### config.mk
export PLATFORM = sky130hd
export DESIGN_NAME = mult_div_unit_flat
export DESIGN_NICKNAME = d
export VERILOG_FILES = /design/src/rtl/mult_div_unit_if.sv /design/src/rtl/mult_div_unit.sv /design/src/flat_wrapper.sv
export SDC_FILE = /design/constraint.sdc
export NUM_CORES = 1
export LEC_CHECK = 0
export CORE_MARGIN = 4
export CORE_UTILIZATION = 55
export DETAILED_ROUTE_END_ITERATION = 6
export PLACE_DENSITY = 0.79
export SLEW_MARGIN = 20
export SYNTH_ARGS = -nofsm -noshare
export SYNTH_HDL_FRONTEND = slang
export SYNTH_SLANG_ARGS = --single-unit
### constraint.sdc
create_clock -name clock -period 4.55 [get_ports clock]
set_input_delay 0.6825 -clock clock [delete_from_list [all_inputs] [get_ports clock]]
set_output_delay 0.6825 -clock clock [all_outputs]
set_load 0.05 [all_outputs]
### src/rtl/mult_div_unit_if.sv
// Bus between the control unit / register bank and the HI/LO multiply-divide unit.
// Handshake: start is taken only on a clock edge where busy is low; once taken, busy
// stays high until the edge that raises done, and done (with div_by_zero) is high for
// exactly one cycle. hi_we/lo_we are honoured only while busy is low and start is low.
interface mult_div_unit_if #(
   parameter int WIDTH = 32
);
   logic             start;
   logic [1:0]       op;
   logic [WIDTH-1:0] operand_a;
   logic [WIDTH-1:0] operand_b;
   logic             hi_we;
   logic             lo_we;
   logic [WIDTH-1:0] write_data;
   logic             hi_lo_sel;
   logic             busy;
   logic             done;
   logic             div_by_zero;
   logic [WIDTH-1:0] hi;
   logic [WIDTH-1:0] lo;
   logic [WIDTH-1:0] result;
   logic [1:0]       fsm_state;

   modport master (
      output start, op, operand_a, operand_b, hi_we, lo_we, write_data, hi_lo_sel,
      input  busy, done, div_by_zero, hi, lo, result, fsm_state
   );

   modport slave (
      input  start, op, operand_a, operand_b, hi_we, lo_we, write_data, hi_lo_sel,
      output busy, done, div_by_zero, hi, lo, result, fsm_state
   );
endinterface

### src/rtl/mult_div_unit.sv
// Iterative HI/LO multiply/divide unit: shift-add multiply and restoring divide on
// magnitudes, one bit per cycle, followed by a sign-fix cycle that writes HI/LO.
module mult_div_unit #(
   parameter int WIDTH = 32,
   parameter int CNT_W = 5
) (
   input  logic           clock,
   input  logic           reset_n,
   mult_div_unit_if.slave bus
);
   typedef enum logic [1:0] {IDLE = 2'd0, CALC = 2'd1, FIX = 2'd2} state_t;

   state_t             state_q, state_d;
   logic [1:0]         op_q;
   logic               sign_a_q, sign_b_q;
   logic [WIDTH-1:0]   opnd_q;     // multiplicand magnitude, or divisor magnitude
   logic [WIDTH-1:0]   a_raw_q;    // dividend as presented, returned on divide by zero
   logic [2*WIDTH-1:0] acc_q;      // multiply: {partial, multiplier}; divide: {rem, quo}
   logic [CNT_W-1:0]   cnt_q;
   logic [WIDTH-1:0]   hi_q, lo_q;
   logic               done_q, dbz_q;

   // Operand magnitudes; only signed ops take absolute values
   logic             accept, a_neg, b_neg;
   logic [WIDTH-1:0] a_abs, b_abs;
   assign accept = (state_q == IDLE) && bus.start;
   assign a_neg  = bus.op[0] & bus.operand_a[WIDTH-1];
   assign b_neg  = bus.op[0] & bus.operand_b[WIDTH-1];
   assign a_abs  = a_neg ? -bus.operand_a : bus.operand_a;
   assign b_abs  = b_neg ? -bus.operand_b : bus.operand_b;

   // One shift-add multiply step: add multiplicand into the top half, shift right
   logic [WIDTH:0]     mul_sum;
   logic [2*WIDTH-1:0] mul_next;
   assign mul_sum  = {1'b0, acc_q[2*WIDTH-1:WIDTH]} + (acc_q[0] ? {1'b0, opnd_q} : '0);
   assign mul_next = {mul_sum, acc_q[WIDTH-1:1]};

   // One restoring divide step: shift next dividend bit into the remainder, trial subtract
   logic [WIDTH:0]     div_shift;
   logic [WIDTH+1:0]   div_diff;
   logic [2*WIDTH-1:0] div_next;
   assign div_shift = {acc_q[2*WIDTH-1:WIDTH], acc_q[WIDTH-1]};
   assign div_diff  = {1'b0, div_shift} - {2'b00, opnd_q};
   assign div_next  = div_diff[WIDTH+1] ? {div_shift[WIDTH-1:0], acc_q[WIDTH-2:0], 1'b0}
                                        : {div_diff[WIDTH-1:0], acc_q[WIDTH-2:0], 1'b1};

   // Sign correction of the finished magnitudes
   logic               div_zero, mul_neg, quo_neg, rem_neg;
   logic [2*WIDTH-1:0] prod;
   logic [WIDTH-1:0]   fix_hi, fix_lo;
   assign div_zero = op_q[1] && (opnd_q == '0);
   assign mul_neg  = (op_q == 2'b01) && (sign_a_q ^ sign_b_q);
   assign quo_neg  = (op_q == 2'b11) && (sign_a_q ^ sign_b_q);
   assign rem_neg  = (op_q == 2'b11) && sign_a_q;
   assign prod     = mul_neg ? -acc_q : acc_q;

   // Select the HI/LO values written in FIX
   always_comb begin
      fix_hi = prod[2*WIDTH-1:WIDTH];
      fix_lo = prod[WIDTH-1:0];
      if (div_zero) begin
         fix_hi = a_raw_q;
         fix_lo = '1;
      end else if (op_q[1]) begin
         fix_hi = rem_neg ? -acc_q[2*WIDTH-1:WIDTH] : acc_q[2*WIDTH-1:WIDTH];
         fix_lo = quo_neg ? -acc_q[WIDTH-1:0] : acc_q[WIDTH-1:0];
      end
   end

   // State register
   always_ff @(posedge clock or negedge reset_n) begin
      if (!reset_n) state_q <= IDLE;
      else          state_q <= state_d;
   end

   // Next-state: accept in IDLE, 32 iterations in CALC, one fix-up cycle
   always_comb begin
      state_d = state_q;
      case (state_q)
         IDLE:    if (bus.start) state_d = CALC;
         CALC:    if (cnt_q == CNT_W'(WIDTH - 1)) state_d = FIX;
         FIX:     state_d = IDLE;
         default: state_d = IDLE;
      endcase
   end

   // Operand latch and iteration datapath
   always_ff @(posedge clock or negedge reset_n) begin
      if (!reset_n) begin
         op_q     <= '0;
         sign_a_q <= 1'b0;
         sign_b_q <= 1'b0;
         opnd_q   <= '0;
         a_raw_q  <= '0;
         acc_q    <= '0;
         cnt_q    <= '0;
      end else if (accept) begin
         op_q     <= bus.op;
         sign_a_q <= a_neg;
         sign_b_q <= b_neg;
         opnd_q   <= bus.op[1] ? b_abs : a_abs;
         a_raw_q  <= bus.operand_a;
         acc_q    <= {{WIDTH{1'b0}}, (bus.op[1] ? a_abs : b_abs)};
         cnt_q    <= '0;
      end else if (state_q == CALC) begin
         acc_q <= op_q[1] ? div_next : mul_next;
         cnt_q <= cnt_q + CNT_W'(1);
      end
   end

   // HI/LO registers and completion pulses
   always_ff @(posedge clock or negedge reset_n) begin
      if (!reset_n) begin
         hi_q   <= '0;
         lo_q   <= '0;
         done_q <= 1'b0;
         dbz_q  <= 1'b0;
      end else begin
         done_q <= (state_q == FIX);
         dbz_q  <= (state_q == FIX) && div_zero;
         if (state_q == FIX) begin
            hi_q <= fix_hi;
            lo_q <= fix_lo;
         end else if ((state_q == IDLE) && !bus.start) begin
            if (bus.hi_we) hi_q <= bus.write_data;
            if (bus.lo_we) lo_q <= bus.write_data;
         end
      end
   end

   assign bus.busy        = (state_q != IDLE);
   assign bus.done        = done_q;
   assign bus.div_by_zero = dbz_q;
   assign bus.hi          = hi_q;
   assign bus.lo          = lo_q;
   assign bus.result      = bus.hi_lo_sel ? hi_q : lo_q;
   assign bus.fsm_state   = state_q;
endmodule

### src/flat_wrapper.sv
// flat-port wrapper written by rule: the top's interface ports become plain ports
module mult_div_unit_flat 
#(
   parameter int WIDTH = 32,
   parameter int CNT_W = 5
)
  (clock, reset_n, bus_start, bus_op, bus_operand_a, bus_operand_b, bus_hi_we, bus_lo_we, bus_write_data, bus_hi_lo_sel, bus_busy, bus_done, bus_div_by_zero, bus_hi, bus_lo, bus_result, bus_fsm_state);
  mult_div_unit_if #(.WIDTH(WIDTH)) bus_i ();
  input  logic clock;
  input  logic reset_n;
  input wire logic [$bits(bus_i.start)-1:0] bus_start;
  input wire logic [$bits(bus_i.op)-1:0] bus_op;
  input wire logic [$bits(bus_i.operand_a)-1:0] bus_operand_a;
  input wire logic [$bits(bus_i.operand_b)-1:0] bus_operand_b;
  input wire logic [$bits(bus_i.hi_we)-1:0] bus_hi_we;
  input wire logic [$bits(bus_i.lo_we)-1:0] bus_lo_we;
  input wire logic [$bits(bus_i.write_data)-1:0] bus_write_data;
  input wire logic [$bits(bus_i.hi_lo_sel)-1:0] bus_hi_lo_sel;
  output wire logic [$bits(bus_i.busy)-1:0] bus_busy;
  output wire logic [$bits(bus_i.done)-1:0] bus_done;
  output wire logic [$bits(bus_i.div_by_zero)-1:0] bus_div_by_zero;
  output wire logic [$bits(bus_i.hi)-1:0] bus_hi;
  output wire logic [$bits(bus_i.lo)-1:0] bus_lo;
  output wire logic [$bits(bus_i.result)-1:0] bus_result;
  output wire logic [$bits(bus_i.fsm_state)-1:0] bus_fsm_state;
  assign bus_i.start = bus_start;
  assign bus_i.op = bus_op;
  assign bus_i.operand_a = bus_operand_a;
  assign bus_i.operand_b = bus_operand_b;
  assign bus_i.hi_we = bus_hi_we;
  assign bus_i.lo_we = bus_lo_we;
  assign bus_i.write_data = bus_write_data;
  assign bus_i.hi_lo_sel = bus_hi_lo_sel;
  assign bus_busy = bus_i.busy;
  assign bus_done = bus_i.done;
  assign bus_div_by_zero = bus_i.div_by_zero;
  assign bus_hi = bus_i.hi;
  assign bus_lo = bus_i.lo;
  assign bus_result = bus_i.result;
  assign bus_fsm_state = bus_i.fsm_state;
  mult_div_unit #(.WIDTH(WIDTH), .CNT_W(CNT_W)) u_core (.clock(clock), .reset_n(reset_n), .bus(bus_i));
endmodule
Yosys cells after proc, flatten, opt, wreduce, memory -nomap -nowiden:

Cells that the tools add are included.

* bits in registers: 205
* input bits: 104
* word-level logic and storage cells: 76

* add/subtract/negate cells: 8
* eq/ne operators: 7
* multiplexer cells: 28
* bitwise logic cells: 3
* reductions and logical operators: 18

Operators by type and width (count)
* $mux 32: 18
* $mux 64: 5
* $neg 32->32: 4
* $neg 64->64: 1
* $sub 33x32->34: 1
* $add 32x33->33: 1
* $logic_not 32->1: 1
* $mux 5: 2
* $reduce_bool 2->1: 5
* $logic_and 1x1->1: 7
* $reduce_and 2->1: 3
* $add 5x1->5 const B: 1
* $eq 5x5->1 const B: 1
* $eq 2x1->1 const B: 2
* $eq 2x2->1 const B: 2
* $mux 2: 2
* $pmux 2 s2: 1
* $and 1x1->1: 2
* $logic_not 2->1: 1
* $ne 2x1->1 const B: 1
* $ne 2x2->1 const B: 1
* $logic_not 1->1: 1
* $xor 1x1->1: 1

Logic depth before layout (Yosys ltp):

* depth after elaboration: 6
* gate-level depth with buffers: 14
* depth with buffers taken out: 13

Worst setup path after synthesis:

OpenSTA, ideal clock, no wires.

* path kind: register to register
* start: reg u_core.acc_q[31]
* end: reg u_core.acc_q[60]
* library setup time: 0.087 ns
* arrival time: 3.211 ns
* setup slack: 1.253 ns
* stages on the path, launching flop included: 14
* cells stage by stage: dfrtp_1 > inv_1 > ha_1 > inv_1 > fa_1 > a21o_1 > a221oi_1 > o21a_1 > o2111ai_1 > a311o_1 > o31ai_1 > xor2_1 > or4_1 > o211ai_1

* cells in the longest elaborated chain, start to end: 5

Ends and longest elaborated chain
* start, declared: RTL line mult_div_unit.sv:18 `logic [2*WIDTH-1:0] acc_q;`
* start signal, assigned: RTL line mult_div_unit.sv:103 `acc_q <= {{WIDTH{1'b0}}, (bus.op[1] ? a_abs : b_abs)};`
* start signal, assigned: RTL line mult_div_unit.sv:106 `acc_q <= op_q[1] ? div_next : mul_next;`
* $sub 33x32->34: RTL line mult_div_unit.sv:43 `assign div_diff = {1'b0, div_shift} - {2'b00, opnd_q};`
* $mux 64: RTL line mult_div_unit.sv:44 `assign div_next = div_diff[WIDTH+1] ? {div_shift[WIDTH-1:0], acc_q[WIDTH-2:0], 1'b0}`
* $mux 64: RTL line mult_div_unit.sv:106
* $mux 64: RTL line mult_div_unit.sv:105 `end else if (state_q == CALC) begin`
* $mux 64: RTL line mult_div_unit.sv:97 `end else if (accept) begin`

Every way passes these cells. The select of a mux whose other input is x is not followed.
A chain may end at the register's enable or synchronous reset.

Final worst setup path:

Ends and elaborated chain as after synthesis.

==> results_dict.tcl <==
set metrics [dict create \
    timing.final.crit_period_ns 3.84 \
    worstPathMaxFanout 4 \
    hold_viol 0 \
    synth_top_area_share_pct 30.7 \
    synth_top_family_by_area "compound AO/OA/AOI/OAI gates" \
    combPwrFrac_pct 66.5 \
    fin_crit_sh_pct 84.5 \
    setup_viol 0 \
    post-cts-setup-buffers 0 \
    path_cells "inv_1, ha_1, inv_1, fa_1, a21o_1, a221oi_1, o21a_1, o2111ai_1, a311o_1, o31ai_1, xor2_1, or4_1, o211ai_1" \
    drtPass1Iterations 7 \
    holdBufCountCts 0 \
    synth_fp_nets 2311 \
    synthCells 2135 \
    post-route-drc-count 0 \
    grt_start_max_net_pins 105 \
    cp_slowest_cell "a221oi_1" \
    initial_core_util_pct 56.0 \
    synth_flop_cell "dfrtp_1" \
    pwr-share-seq_pct 22.0 \
    synth.ff_latch_count 205 \
    clk_path_buf_depth 3 \
    io_pins 205 \
    nets 2459 \
    slew_viol_final 0 \
    vdd_drop_max_mv 0.548 \
    final_common_cell "nand2_1" \
    die_h_um 182 \
    worst_setup_path_start_kind "flip-flop" \
    yosysTopAreaCell "dfrtp_1" \
    cp.required_ns 4.99 \
    powerDensity_mw_per_mm2 888 \
    crit_top_cell "inv_1" \
    worst_path_largest_cell_delay_ns 0.61 \
    yosysSeqAreaShare_pct 30.7 \
    synth_compound_gate_area_share_pct 25.5 \
    end_kind "flip-flop" \
    cp_data_arrival_time_ns 4.28 \
    antenna_found_initial 0 \
    htreeDepth 1 \
    synth_area_mm2 0.0167 \
    dr_total_vias 17800 \
    drive_above_1_share_pct 6.73 \
    grt_usage_pct 38.3 \
    grt_pass1_vias 16600 \
    muxShareOfSynthArea_pct 5.27 \
    cp_top_family "compound AO/OA/AOI/OAI gates" \
    clk_pin_slew_ns 0.06 \
    cts_tree "yes" \
    async_flop_share_pct 100 \
    final_cell_mix "nand2_1 (292), o21ai_0 (221), nor2_1 (208)" \
    critPathBufInv 2 \
    area_growth_pct 19.5 \
    cts_root_buf "clkbuf_16" \
    gp_congestion 1.05 \
    core_mm2 0.0298 \
    grt-ovfl-total 0 \
    critical_path_class "reg2reg" \
    clock_latency_ns 0.55 \
    fp-row-count 63 \
    p_leak_nw 8.44 \
    p_switching_mw 9.51 \
    pwr-share-clk_pct 11.5 \
    fin_tns_setup_ns 0 \
    slew_headroom_pct 28.1 \
    num_antenna_cells 0 \
    first_iter_violations 2502 \
    maxCapViolCount 0 \
    die-area_mm2 0.0332 \
    rsz0062_at_grt "false" \
    cts_resized 0 \
    synth_edf_count 0 \
    cts_buffers 25 \
    synthAdderAreaFrac_pct 5.48 \
    viasPerCell 6.62 \
    final_area_mm2 0.0200 \
    avgSynthCellArea_um2 7.82 \
    synth_area_leaders "dfrtp_1 (31%), o21ai_0 (6.6%), nand2_1 (6.6%)" \
    max_freq_mhz 260 \
    place_area_mm2 0.0191 \
    grt_pass1_wl_um 99600 \
    power_switching_share_pct 53.7 \
    yosys.area_share.simple_pct 19.8 \
    fp.dieW_um 182 \
    wl_um 66200 \
    dp_hpwl_um 51500 \
    io_buffer_count 204 \
    worst_pin_slew_ns 1.07 \
    synth_cell_types 80 \
    p_int_mw 8.21 \
    nFillCells 2554 \
    clkSinkCount 205 \
    wire_per_inst_um 24.6 \
    hold_class "in2async" \
    synthXorXnorAreaFrac_pct 8.76 \
    yosys_warnings 0 \
    antenna_left 0 \
    skew_ns 0.0140 \
    outcome "completed" \
]
[sequential cells by signal, indices dropped and copies added, names as in the netlist, 2 cells and up]
| name | count |
|---|---|
| u_core.cnt_q | 5 |
| u_core.bus.hi | 32 |
| u_core.a_raw_q | 32 |
| u_core.bus.lo | 32 |
| u_core.acc_q | 64 |
| u_core.bus.fsm_state | 2 |
| u_core.opnd_q | 32 |
| u_core.op_q | 2 |
[kinds of logic (layout without fill, tap and decap cells)]
logic type / count (synthesis) / count (layout)
adder cells (fa/ha/maj): 72 / 72
XOR/XNOR: 167 / 167
buffers and inverters: 199 / 366
AO/OA/AOI/OAI: 685 / 685
flip-flops: 205 / 205
multiplexers: 83 / 83
AND/OR/NAND/NOR: 724 / 724
[through the flow]
| stage | hold WS [ns] | utilization [%] | total power [mW] | setup WS, ns | std cells |
|---|---|---|---|---|---|
| finish | 0.223 | 67.0 | 17.7 | 0.706 | 2692 |
| global route | 0.304 | 67.0 | 18.6 | 0.479 | 2692 |
| CTS | 0.278 | 67.0 | 17.3 | 0.742 | 2692 |
| detailed placement | 0.466 | 64.2 | 15.2 | 0.766 | 2646 |
| global placement | 0.461 | 64.2 | 15.1 | 0.803 | 2646 |
| floorplan | 0.387 | - | 11.3 | 1.25 | 2135 |
[layer usage]
| metal | up-vias | wire [um] | global-route usage (%) |
|---|---|---|---|
| li1 | 8003 | - | - |
| met1 | 8450 | 27100 | 55.6 |
| met2 | 1220 | 27000 | 55.1 |
| met3 | 157 | 9370 | 10.6 |
| met4 | 2 | 2670 | 12.9 |
| met5 | - | 47 | 1.04 |
[synthesized netlist by cell type, types with 10 or more instances]
master and number:
buf_1 11, a31oi_1 17, nor4_1 20, o31ai_1 25, mux2_2 39, o22ai_1 35, nor3_1 51, xor2_1 66
clkbuf_1 112, nand2_1 293, a22o_1 15, nand2b_1 12, a22oi_1 10, or3_1 11, nand4_1 12, dfrtp_1 205
xnor2_1 101, a21oi_1 169, and3_1 10, or4_1 10, a21o_1 30, nor2_1 208, nand3_1 40, o221ai_1 14
mux2i_1 44, and2_1 15, o21ai_0 221, o211ai_1 21, a211oi_1 19, inv_1 70, ha_1 70, o21a_1 11
[layout make-up]
cell class | count | area, um^2 | share of cell area [%]
clock buffer | 36 | 707 | 3.54
tap | 390 | 488 | 2.44
timing repair buffer | 249 | 2400 | 12.0
multi-input combinational | 1731 | 10800 | 54.3
sequential | 205 | 5130 | 25.7
clock inverter | 10 | 121 | 0.608
inverter | 71 | 267 | 1.33
[power groups by stage]
stage	Combinational (mW)	Clock, mW	Sequential [mW]
floorplan	7.11	0	4.20
global placement	11.2	0	3.82
detailed placement	11.4	0	3.84
CTS	11.4	2.05	3.81
global route	12.5	2.14	3.95
finish	11.8	2.04	3.90
[worst paths after layout]
path / from / to / slack [ns] / cells after the start
setup / recovery: u_core.acc_q[31]$_DFFE_PN0P_ / u_core.acc_q[60]$_DFFE_PN0P_ / 0.71 / 13
min in group clock: u_core.a_raw_q[20]$_DFFE_PN0P_ / u_core.a_raw_q[20]$_DFFE_PN0P_ / 0.48 / 2
max in group asynchronous: reset_n / u_core.acc_q[53]$_DFFE_PN0P_ / 3.32 / 2
setup reg to reg: u_core.acc_q[31]$_DFFE_PN0P_ / u_core.acc_q[60]$_DFFE_PN0P_ / 0.71 / 13
hold / removal: reset_n / u_core.bus.div_by_zero$_DFF_PN0_ / 0.22 / 1
hold reg to reg: u_core.a_raw_q[20]$_DFFE_PN0P_ / u_core.a_raw_q[20]$_DFFE_PN0P_ / 0.48 / 2
No activity file was read; power rests on OpenSTA's default activity.
